==> config.mk <==
export PLATFORM = sky130hd
export DESIGN_NAME = pc_unit
export DESIGN_NICKNAME = d
export VERILOG_FILES = /design/src/rtl/pc_unit.sv
export SDC_FILE = /design/constraint.sdc
export NUM_CORES = 1
export LEC_CHECK = 0
export BUFFER_PORTS_ARGS = -buffer_cell sky130_fd_sc_hd__buf_2
export CAP_MARGIN = 30
export CORE_MARGIN = 8
export CORE_UTILIZATION = 45
export CTS_CLUSTER_DIAMETER = 200
export DETAILED_ROUTE_END_ITERATION = 10
export PLACE_DENSITY = 0.7
export SYNTH_ARGS = -nofsm -noshare
export SYNTH_HDL_FRONTEND = slang
export SYNTH_SLANG_ARGS = --single-unit
==> constraint.sdc <==
create_clock -name clk -period 7.8 [get_ports clk]
set_input_delay 1.56 -clock clk [delete_from_list [all_inputs] [get_ports clk]]
set_output_delay 1.56 -clock clk [all_outputs]
set_load 0.02 [all_outputs]
==> src/rtl/pc_unit.sv <==
// Program counter with in-house branch/JAL/JALR resolution, misaligned-target trap,
// a circular return-address stack and retired-branch statistics counters.
module pc_unit #(
    parameter int              XLEN         = 32,
    parameter logic [XLEN-1:0] RESET_VECTOR = '0,
    parameter logic [XLEN-1:0] TRAP_VECTOR  = 'h100,
    parameter int              IALIGN       = 4,
    parameter int              RAS_DEPTH    = 4,
    parameter int              CNT_W        = 32
) (
    input  logic             clk,
    input  logic             rst,
    input  logic             stall,
    input  logic             branch,
    input  logic [2:0]       branch_type,
    input  logic             jump,
    input  logic             jump_reg,
    input  logic [4:0]       rd,
    input  logic [4:0]       rs1,
    input  logic [XLEN-1:0]  rs1_data,
    input  logic [XLEN-1:0]  rs2_data,
    input  logic [XLEN-1:0]  imm,
    output logic [XLEN-1:0]  pc,
    output logic [XLEN-1:0]  pc_plus4,
    output logic [XLEN-1:0]  next_pc,
    output logic             taken,
    output logic             misalign_exc,
    output logic [XLEN-1:0]  ras_top,
    output logic             ras_valid,
    output logic             ras_hit,
    output logic [CNT_W-1:0] branch_cnt,
    output logic [CNT_W-1:0] taken_cnt
);

    localparam int            PW      = (RAS_DEPTH > 1) ? $clog2(RAS_DEPTH) : 1;
    localparam logic [PW:0]   DEPTH_C = (PW+1)'(RAS_DEPTH);

    logic [XLEN-1:0]  pc_q, pc_d;
    logic             misalign_exc_q, misalign_exc_d;
    logic [CNT_W-1:0] branch_cnt_q, branch_cnt_d;
    logic [CNT_W-1:0] taken_cnt_q, taken_cnt_d;
    logic [XLEN-1:0]  stack_q [RAS_DEPTH];
    logic [XLEN-1:0]  stack_d [RAS_DEPTH];
    logic [PW-1:0]    ptr_q, ptr_d;
    logic [PW:0]      cnt_q, cnt_d;

    logic             cond;
    logic [XLEN-1:0]  br_tgt;
    logic [XLEN-1:0]  jalr_sum;
    logic [XLEN-1:0]  jalr_tgt;
    logic [XLEN-1:0]  redir_tgt;
    logic             taken_c;
    logic             misalign_c;
    logic             link_rd;
    logic             link_rs1;
    logic             push_req;
    logic             pop_req;
    logic             ras_upd;

    assign pc_plus4 = pc_q + XLEN'(4);
    assign br_tgt   = pc_q + imm;
    assign jalr_sum = rs1_data + imm;
    assign jalr_tgt = {jalr_sum[XLEN-1:1], 1'b0};

    always_comb begin
        cond = 1'b0;
        case (branch_type)
            3'b000:  cond = (rs1_data == rs2_data);
            3'b001:  cond = (rs1_data != rs2_data);
            3'b100:  cond = ($signed(rs1_data) <  $signed(rs2_data));
            3'b101:  cond = ($signed(rs1_data) >= $signed(rs2_data));
            3'b110:  cond = (rs1_data <  rs2_data);
            3'b111:  cond = (rs1_data >= rs2_data);
            default: cond = 1'b0;
        endcase
    end

    // JALR outranks JAL, which outranks a taken branch; the fall-through path is never checked.
    always_comb begin
        taken_c    = jump_reg | jump | (branch & cond);
        redir_tgt  = jump_reg ? jalr_tgt : br_tgt;
        misalign_c = 1'b0;
        if (taken_c) begin
            misalign_c = (IALIGN == 2) ? redir_tgt[0] : (redir_tgt[1:0] != 2'b00);
        end
        if (!taken_c) begin
            next_pc = pc_plus4;
        end else if (misalign_c) begin
            next_pc = TRAP_VECTOR;
        end else begin
            next_pc = redir_tgt;
        end
    end

    assign taken    = taken_c;
    assign link_rd  = (rd == 5'd1) || (rd == 5'd5);
    assign link_rs1 = (rs1 == 5'd1) || (rs1 == 5'd5);
    assign push_req = (jump | jump_reg) & link_rd;
    assign pop_req  = jump_reg & link_rs1 & ~(link_rd & (rd == rs1));
    assign ras_upd  = ~stall & ~misalign_c;

    assign ras_valid = (cnt_q != '0);
    assign ras_top   = ras_valid ? stack_q[ptr_q] : '0;
    assign ras_hit   = pop_req & ras_valid & (stack_q[ptr_q] == jalr_tgt);

    // Pop is applied before push so a link-to-link JALR replaces the top in place.
    always_comb begin
        ptr_d   = ptr_q;
        cnt_d   = cnt_q;
        stack_d = stack_q;
        if (ras_upd) begin
            if (pop_req && (cnt_q != '0)) begin
                ptr_d = ptr_q - PW'(1);
                cnt_d = cnt_q - (PW+1)'(1);
            end
            if (push_req) begin
                ptr_d          = ptr_d + PW'(1);
                stack_d[ptr_d] = pc_plus4;
                if (cnt_d != DEPTH_C) begin
                    cnt_d = cnt_d + (PW+1)'(1);
                end
            end
        end
    end

    always_comb begin
        pc_d           = pc_q;
        misalign_exc_d = misalign_exc_q;
        branch_cnt_d   = branch_cnt_q;
        taken_cnt_d    = taken_cnt_q;
        if (!stall) begin
            pc_d           = next_pc;
            misalign_exc_d = misalign_c;
            if (branch) begin
                branch_cnt_d = branch_cnt_q + CNT_W'(1);
            end
            if (taken_c) begin
                taken_cnt_d = taken_cnt_q + CNT_W'(1);
            end
        end
    end

    always_ff @(posedge clk or posedge rst) begin
        if (rst) begin
            pc_q           <= RESET_VECTOR;
            misalign_exc_q <= 1'b0;
            branch_cnt_q   <= '0;
            taken_cnt_q    <= '0;
            ptr_q          <= '0;
            cnt_q          <= '0;
            for (int i = 0; i < RAS_DEPTH; i++) begin
                stack_q[i] <= '0;
            end
        end else begin
            pc_q           <= pc_d;
            misalign_exc_q <= misalign_exc_d;
            branch_cnt_q   <= branch_cnt_d;
            taken_cnt_q    <= taken_cnt_d;
            ptr_q          <= ptr_d;
            cnt_q          <= cnt_d;
            stack_q        <= stack_d;
        end
    end

    assign pc           = pc_q;
    assign misalign_exc = misalign_exc_q;
    assign branch_cnt   = branch_cnt_q;
    assign taken_cnt    = taken_cnt_q;

endmodule

==> results of run 1 <==
==> power groups by stage <==
stage / logic [uW] / registers (uW) / clock network (uW)
after floorplan: 1090 / 1510 / 0
after global placement: 1640 / 1510 / 0
after detailed placement: 1660 / 1520 / 0
after CTS: 1670 / 1500 / 1200
after global routing: 1830 / 1520 / 1250
final: 1690 / 1500 / 1170
==> layout make-up <==
| class | count | area, sq um |
|---|---|---|
| well taps | 461 | 577 |
| repair buffers | 335 | 1760 |
| clock inverters | 5 | 85.1 |
| multi-input cells | 1437 | 9670 |
| clock buffers | 36 | 717 |
| inverters | 99 | 375 |
| fillers | 3214 | 16500 |
| flip-flops and latches | 230 | 5760 |
==> metrics by stage <==
stage               setup WS [ns]  hold slack [ns]  instance area, sq um  util (%)  cells
detailed placement          0.553            0.452                 18100      51.2   2562
global route                0.402            0.500                 18900      53.5   2603
global placement            0.600            0.454                 18100      51.2   2562
finish                      0.479            0.473                 18900      53.5   2603
CTS                         0.539            0.471                 18900      53.5   2603
floorplan                    1.02            0.442                 16100         -   1845
==> cells in the final DEF, fill, tap and decap left out, types with 26 or more instances in the layout <==
master   netlist  routed
inv_1         98      97
buf_2          6     310
ha_1         104     104
dfrtp_1      230     229
nand3_1       53      53
and2_1        41      41
nor3_1        33      33
nand2_1      267     267
mux2_2        26      26
xor2_1        74      74
xnor2_1      110     110
mux4_2        26      26
a21oi_1      101     101
nor2_1       107     107
o21ai_0      210     210
nand4_1       41      41
==> routing by layer <==
metal | wire, um | GRT usage (%)
met1 | 21500 | 31.3
met2 | 24700 | 39.9
met3 | 4080 | 3.56
met4 | 2470 | 11.2
met5 | 0 | 0
==> cell families after synthesis <==
| kind of cell | synth area share, % |
|---|---|
| compound gates | 16.2 |
| xor+xnor | 10.0 |
| fa+ha+maj | 8.32 |
| buf+inv | 4.29 |
| flops | 35.7 |
| mux | 6.85 |
| simple gates | 18.6 |
==> worst min-delay path, stage by stage (launching register included) <==
cell,delay [ns]
dfrtp_1,0.33
nand2_1,0.04
o21ai_0,0.06
==> final timing paths <==
path,from,end,slack (ns)
setup / recovery,imm[0],ras_hit,0.48
hold / removal,stack_q[34],stack_q[34],0.47
setup reg to reg,pc[7],pc[31],3.77
hold reg to reg,stack_q[34],stack_q[34],0.47
max in group asynchronous,rst,pc[5],5.25
min in group asynchronous,rst,taken_cnt[30],1.31
==> state kept, by name (all words and copies together), names as in the netlist <==
register	cells
cnt_q	3
taken_cnt	32
stack_q	128
branch_cnt	32
misalign_exc	1
ptr_q	2
pc	32
==> metrics.yaml, run 1 <==
dieHeight_um: 205
cts_root_buffer: "clkbuf_16"
seq_area_frac_synth_pct: 35.7
power.share.switching_pct: 39.4
hold_violations: 0
status: "completed"
crit_path_top_delay_cell: "or4_1"
hold_path.class: "reg -> reg"
synth_nets: 2066
core_area_sq_um: 35400
h-tree-depth: 1
tightest_slew_ns: 1.10
die_w_um: 205
syn_to_final_growth_pct: 17.6
crit_chain: "buf_2 > and2_1 > fa_1 > xnor2_1 > xnor2_1 > or4_1 > nor4_1 > o2111ai_1 > nor4b_2 > nand4_1 > or4_1 > a2111oi_1 > buf_2"
rows: 69
grt_antenna_before_repair: 0
fin_skew_ns: 0.0256
drc: 0
slowest_delay_ns: 0.55
cp.depth: 13
tns_ns: 0
combPwrFrac_pct: 38.7
viasPerCell: 5.77
synth_top_cells_by_count: "nand2_1 (267), dfrtp_1 (230), o21ai_0 (210), xnor2_1 (110), nor2_1 (107)"
grt_pass1_wl_um: 82000
yosysMostFrequentCell: "nand2_1"
ant_nets: 0
power_frac_seq_pct: 34.4
vias: 15000
synth_area_leaders: "dfrtp_1 (36%), ha_1 (8.1%), o21ai_0 (6.5%)"
slew_headroom_pct: 26.5
drt-initial-drc-count: 1011
fin_crit_sh_pct: 93.9
ys_seq_elements: 230
io_pins: 311
clockBufferDepth: 3
dr.pass1.iters: 5
setup.worst_path.end_class: "output port"
cts_resized: 0
intPower_uw: 2640
setup_viol: 0
crit_type: "in -> out"
critPathRequiredTime_ns: 6.24
cp.arrival_ns: 5.76
start_kind: "input port"
grt_start_max_net_pins: 197
syn_inst: 1845
holdBufCountCts: 0
gp_congestion: 1.03
power.switching_uw: 1720
synth_area_sq_um: 16100
hpwl_um: 41200
yosys.area.top_type: "dfrtp_1"
ys.flop_type: "dfrtp_1"
wl_per_cell_um: 20.2
hold_depth: 2
p_total_uw: 4360
grt_overflow_total: 0
start_util_pct: 45.5
synth_top_area_share_pct: 35.7
die-area_sq_um: 42100
drv_cap: 0
async_flop_share_pct: 100
crit_fanout: 3
critPathTopFamily: "simple AND/OR/NAND/NOR gates"
finalCriticalPeriod_ns: 7.32
cp_num_buf_inv: 2
power_frac_clock_pct: 26.9
power.density_nw_per_um2: 230
slew_viol_final: 0
yosysWarnings: 0
clk_latency_ns: 0.53
layout.nets: 2348
track_usage_pct: 24.3
synth_edf_count: 0
postSynthAreaPerCell_sq_um: 8.73
cts_buffers: 24
grt_pass1_vias: 15000
leakagePower_uw: 0.00931
wl_um: 52700
cts_sinks: 230
max-vdd-ir-drop_v: 0.000175
drive_gt1_share_pct: 20.3
cts_tree: "done"
clock.fmax_mhz: 137
cts_setup_buffers: 0
antenna_cells: 0
numPortBuffers: 310
path_clk_slew_ns: 0.05
rsz0062_at_grt: "false"
synth_cell_types: 75
r2r_cells: 12
No activity file was read; power rests on OpenSTA's default activity.
==> inputs of run 2 (changes only) <==
--- a/config.mk
+++ b/config.mk
@@ -11,7 +11,7 @@
 export CORE_UTILIZATION = 45
 export CTS_CLUSTER_DIAMETER = 200
 export DETAILED_ROUTE_END_ITERATION = 10
-export PLACE_DENSITY = 0.7
+export PLACE_DENSITY = 0.67
 export SYNTH_ARGS = -nofsm -noshare
 export SYNTH_HDL_FRONTEND = slang
 export SYNTH_SLANG_ARGS = --single-unit
==> constraint.sdc (replaced) <==
create_clock -name clk -period 9.5 [get_ports clk]
set_input_delay 1.9 -clock clk [delete_from_list [all_inputs] [get_ports clk]]
set_output_delay 1.9 -clock clk [all_outputs]
set_load 0.02 [all_outputs]
==> metrics.yaml, run 2 (synthesis gave the netlist of run 1 again) <==
status: "completed"
vias: 14700  # -2.1%
antenna_cells: 0  # unchanged
dr.pass1.iters: 5  # unchanged
hold_depth: 2  # unchanged
p_total_uw: 3520  # -19%
drc: 0  # unchanged
fin_crit_sh_pct: 86.1
regMostFlops: "stack_q"
multiInputGateArea_sq_um: 9670  # unchanged
cts_setup_buffers: 0  # unchanged
r2r_cells: 12  # unchanged
viasPerCell: 5.67  # -1.8%
fin_skew_ns: 0.0161  # -0.00955 ns
wl_um: 54000  # +2.5%
leakagePower_uw: 0.00926  # -0.60%
wl_per_cell_um: 20.8  # +2.7%
cts_root_buffer: "clkbuf_16"
final_util_pct: 53.2  # -0.34 points
hpwl_um: 41900  # +1.6%
die-area_sq_um: 42100  # unchanged
die_w_um: 205  # unchanged
core_area_sq_um: 35400  # unchanged
gp_congestion: 0.968  # -6.0%
cts_sinks: 230  # unchanged
h-tree-depth: 1  # unchanged
power.density_nw_per_um2: 187  # -19%
final_cell_mix: "buf_2 (310), nand2_1 (267), dfrtp_1 (229)"
track_usage_pct: 24.7  # +0.41 points
setup_viol: 0  # unchanged
start_kind: "input port"
setup_ws_ns: 1.32  # +0.839 ns
drt-initial-drc-count: 1135  # +12%
cts_buffers: 24  # unchanged
path_clk_slew_ns: 0.05  # about the same
max-vdd-ir-drop_v: 0.000162  # -7.4%
layout_commonest_cell: "buf_2"
grt_antenna_before_repair: 1  # +1
grt_pass1_vias: 14700  # -2.0%
crit_fanout: 4  # +1
drive_gt1_share_pct: 20.1  # -0.22 points
grt_pass1_wl_um: 82700  # +0.88%
holdBufCountCts: 0  # unchanged
largest_register_ffs: 128  # unchanged
place_worst_setup_slack_ns: 1.42  # +0.862 ns
tightest_slew_ns: 0.966  # -0.136 ns
critPathRequiredTime_ns: 7.60  # +1.36 ns
grt_start_max_net_pins: 90  # -54%
cts_resized: 0  # unchanged
layout.nets: 2341  # -0.30%
final_cells: 2597  # -0.23%
tns_ns: 0  # unchanged
ant_nets: 0  # unchanged
clk_latency_ns: 0.52  # about the same
crit_type: "in -> out"
dieHeight_um: 205  # unchanged
drv_cap: 0  # unchanged
regArea_sq_um: 5760  # unchanged
hold_path.class: "reg -> reg"
num-fill-cells: 3310  # +3.0%
finalCriticalPeriod_ns: 8.18
rsz0062_at_grt: "false"
numPortBuffers: 310  # unchanged
io_pins: 311  # unchanged
cts_tree: "done"
grt_overflow_total: 0  # unchanged
syn_to_final_growth_pct: 16.8
hold_violations: 0  # unchanged
clockBufferDepth: 3  # unchanged
rows: 69  # unchanged
start_util_pct: 45.5  # unchanged
slew_headroom_pct: 35.6  # +9.1 points
setup.worst_path.end_class: "output port"
cp.arrival_ns: 6.28  # +0.52 ns
placed_cells: 2554  # -0.31%
slew_viol_final: 0  # unchanged
clock.fmax_mhz: 122
## run 2: changes by cell type in the layout (fill, tap and decap cells not counted)
cell	previous run	this run
clkinv_2	1	3
buf_4	23	18
clkinv_4	0	1
bufinv_16	2	0
buf_12	2	0
## run 2: power by group
part | internal [uW] | switching, uW
Sequential | 1080 | 159
Combinational | 505 | 869
Clock | 522 | 392
## run 2: worst max-delay path, cell delays in order
cell and delay (ns):
buf_2 0.14, ha_1 0.31, a311oi_1 0.28, o21bai_1 0.16
a211oi_1 0.60, o21ai_0 0.30, a221oi_1 0.37, xnor2_1 0.17
xor2_1 0.19, a2111oi_0 0.32, nand4_1 0.23, or4_1 0.56
a2111oi_1 0.50, buf_2 0.27
## run 2: area by class of cell
class                   count  area share [%]
multi-input cells        1437            51.4
repair buffers            328            8.96
flip-flops and latches    230            30.6
clock buffers              36            3.81
clock inverters             6           0.213
inverters                  99            2.01
well taps                 461            3.06
## run 2: path summary, 6_finish.rpt
path | to | startpoint | slack [ns]
max reg2reg | pc[25] | pc[7] | 5.42
max | ras_hit | rs1_data[1] | 1.32
min in group asynchronous | taken_cnt[21] | rst | 1.46
min | stack_q[38] | stack_q[38] | 0.47
min reg2reg | stack_q[38] | stack_q[38] | 0.47
max in group asynchronous | stack_q[5] | rst | 6.61
## run 2: through the flow
| step | area [sq um] | hold slack [ns] |
|---|---|---|
| 3_5_place_dp | 18100 | 0.459 |
| 6_report | 18800 | 0.474 |
| 5_1_grt | 18800 | 0.487 |
| 4_1_cts | 18800 | 0.474 |
| 3_3_place_gp | 18100 | 0.454 |
| 2_1_floorplan | 16100 | 0.442 |
## run 2: metal layers
layer	up-vias	wire [um]	GRT usage (%)	part of all wire (%)
li1	7053	-	-	-
met1	6996	22900	32.4	43
met2	552	24500	39.7	45
met3	117	3950	3.90	7.3
met4	0	2520	11.3	4.7
met5	-	0	0	0
==> inputs of run 3 (changes only) <==
==> config.mk (replaced) <==
export PLATFORM = sky130hd
export DESIGN_NAME = pc_unit
export DESIGN_NICKNAME = d
export VERILOG_FILES = /design/src/rtl/pc_unit.sv
export SDC_FILE = /design/constraint.sdc
export NUM_CORES = 1
export LEC_CHECK = 0
export CAP_MARGIN = 30
export CORE_MARGIN = 8
export CORE_UTILIZATION = 45
export CTS_CLUSTER_DIAMETER = 200
export DETAILED_ROUTE_END_ITERATION = 10
export DONT_BUFFER_PORTS = 1
export PLACE_DENSITY = 0.62
export SYNTH_ARGS = -nofsm -noshare
export SYNTH_HDL_FRONTEND = slang
export SYNTH_SLANG_ARGS = --single-unit
==> constraint.sdc (replaced) <==
create_clock -name clk -period 7.3 [get_ports clk]
set_input_delay 1.46 -clock clk [delete_from_list [all_inputs] [get_ports clk]]
set_output_delay 1.46 -clock clk [all_outputs]
set_load 0.02 [all_outputs]
==> metrics.yaml, run 3 (synthesis gave the netlist of run 1 again) <==
track_usage_pct: 24.1  # -0.58 points
final_cell_mix: "nand2_1 (267), dfrtp_1 (229), o21ai_0 (210)"
grt_pass1_wl_um: 79800  # -3.6%
finalCriticalPeriod_ns: 6.96
dr.pass1.iters: 6  # +1
drv_cap: 0  # unchanged
hpwl_um: 41500  # -0.95%
viasPerCell: 5.97  # +5.4%
crit_type: "in -> out"
combPwrFrac_pct: 34.6  # -4.4 points
power_frac_clock_pct: 27.9  # +2.0 points
rsz0062_at_grt: "false"
cts_sinks: 230  # unchanged
status: "completed"
ant_nets: 0  # unchanged
critPathTopFamily: "simple AND/OR/NAND/NOR gates"
layout.nets: 2050  # -12%
cp.arrival_ns: 5.50  # -0.78 ns
tns_ns: 0  # unchanged
critPathRequiredTime_ns: 5.84  # -1.76 ns
power.density_nw_per_um2: 257  # +37%
holdWs_ns: 0.474  # +0.000562 ns
clk_latency_ns: 0.51  # about the same
drt-initial-drc-count: 959  # -16%
setup_ws_ns: 0.338  # -0.980 ns
place_worst_setup_slack_ns: 0.481  # -0.935 ns
gp_congestion: 0.960  # -0.90%
slowest_delay_ns: 0.56  # -0.04 ns
cts_buffers: 24  # unchanged
wl_per_cell_um: 22.7  # +9.3%
fin_crit_sh_pct: 95.4
path_clk_slew_ns: 0.06  # about the same
hold_path.class: "reg -> reg"
final_util_pct: 49.4  # -3.7 points
die-area_sq_um: 42100  # unchanged
grt_antenna_before_repair: 0  # -1
clock.fmax_mhz: 144
crit_chain: "ha_1 > a211oi_1 > o21bai_1 > nand3_1 > o311ai_0 > or4_1 > nor4_1 > o2111ai_1 > nor4b_2 > nand4_1 > or4_1 > a2111oi_1 > buf_4 > buf_2"
cp_num_buf_inv: 2  # unchanged
wl_um: 52400  # -2.8%
layout_commonest_cell: "nand2_1"
numPortBuffers: 0  # -100%
intPower_uw: 2700  # +28%
die_w_um: 205  # unchanged
grt_overflow_total: 0  # unchanged
dieHeight_um: 205  # unchanged
fin_skew_ns: 0.00818  # -0.00791 ns
max-vdd-ir-drop_v: 0.000180  # +11%
syn_to_final_growth_pct: 8.60
holdBufCountCts: 0  # unchanged
cts_root_buffer: "clkbuf_16"
grt_start_max_net_pins: 153  # +70%
place_area_sq_um: 16700  # -7.6%
design_area_sq_um: 17500  # -7.0%
crit_fanout: 8  # +4
antenna_cells: 0  # unchanged
setup_viol: 0  # unchanged
cts_resized: 0  # unchanged
setup.worst_path.end_class: "output port"
largest_register_ffs: 128  # unchanged
cts_setup_buffers: 0  # unchanged
drive_gt1_share_pct: 7.69  # -12 points
power.share.switching_pct: 40.0  # -0.34 points
tightest_slew_ns: 1.10  # +0.131 ns
critPathMostFrequentCell: "or4_1"
vias: 13800  # -6.3%
regMostFlops: "stack_q"
start_kind: "input port"
io_pins: 311  # unchanged
h-tree-depth: 1  # unchanged
start_util_pct: 45.5  # unchanged
grt_pass1_vias: 13700  # -7.1%
hold_violations: 0  # unchanged
crit_path_top_delay_cell: "or4_1"
clockBufferDepth: 3  # unchanged
core_area_sq_um: 35400  # unchanged
slew_viol_final: 0  # unchanged
cts_tree: "done"
leakagePower_uw: 0.00793  # -14%
drc: 0  # unchanged
power.switching_uw: 1790  # +26%
power_frac_seq_pct: 37.5  # +2.4 points
rows: 69  # unchanged
slew_headroom_pct: 26.1  # -9.5 points
## run 3: changes by cell type in the layout (fill, tap and decap cells not counted)
cell,previous run,this run
buf_16,0,1
buf_4,18,34
clkinv_4,1,0
inv_8,1,0
clkbuf_1,6,4
clkbuf_8,5,7
clkinvlp_4,1,4
buf_12,0,1
bufinv_16,0,1
buf_2,310,1
## run 3: final cells by class
cell class	instances	area, sq um
clock buffers	36	737
clock inverters	8	76.3
fillers	3418	17900
inverters	99	375
multi-input cells	1437	9670
flip-flops and latches	230	5760
well taps	461	577
repair buffers	37	308
## run 3: worst paths after layout
check	slack, ns	start	to	cells past startpoint
max reg2reg	2.81	pc[7]	pc[25]	12
min	0.47	stack_q[16]	stack_q[16]	2
min in group asynchronous	0.98	rst	taken_cnt[29]	2
min reg2reg	0.47	stack_q[16]	stack_q[16]	2
max	0.34	rs1_data[15]	ras_hit	14
max in group asynchronous	4.94	rst	pc[22]	4
## run 3: power by group through the flow
stage / sequential (uW) / clock [uW] / combinational (uW)
2_1_floorplan: 1620 / 0 / 1170
5_1_grt: 1710 / 1330 / 1700
3_3_place_gp: 1700 / 0 / 1520
6_report: 1680 / 1250 / 1560
4_1_cts: 1680 / 1280 / 1550
3_5_place_dp: 1710 / 0 / 1550
## run 3: metal layers
metal	share of wire [%]	track usage, %	vias to the layer above
met5	0	0	-
met4	3.8	8.78	0
met3	8.4	4.69	97
met2	47	39.8	530
met1	41	31.1	6682
li1	-	-	6475
## run 3: through the flow
stage               total power [uW]  std cells
finish                          4490       2308
global route                    4740       2308
CTS                             4520       2308
detailed placement              3250       2264
global placement                3230       2263
floorplan                       2790       1845
## run 3: tightest hold or removal path: stages (launching register included)
cell	delay [ns]
dfrtp_1	0.34
nand2_1	0.04
o21ai_0	0.06
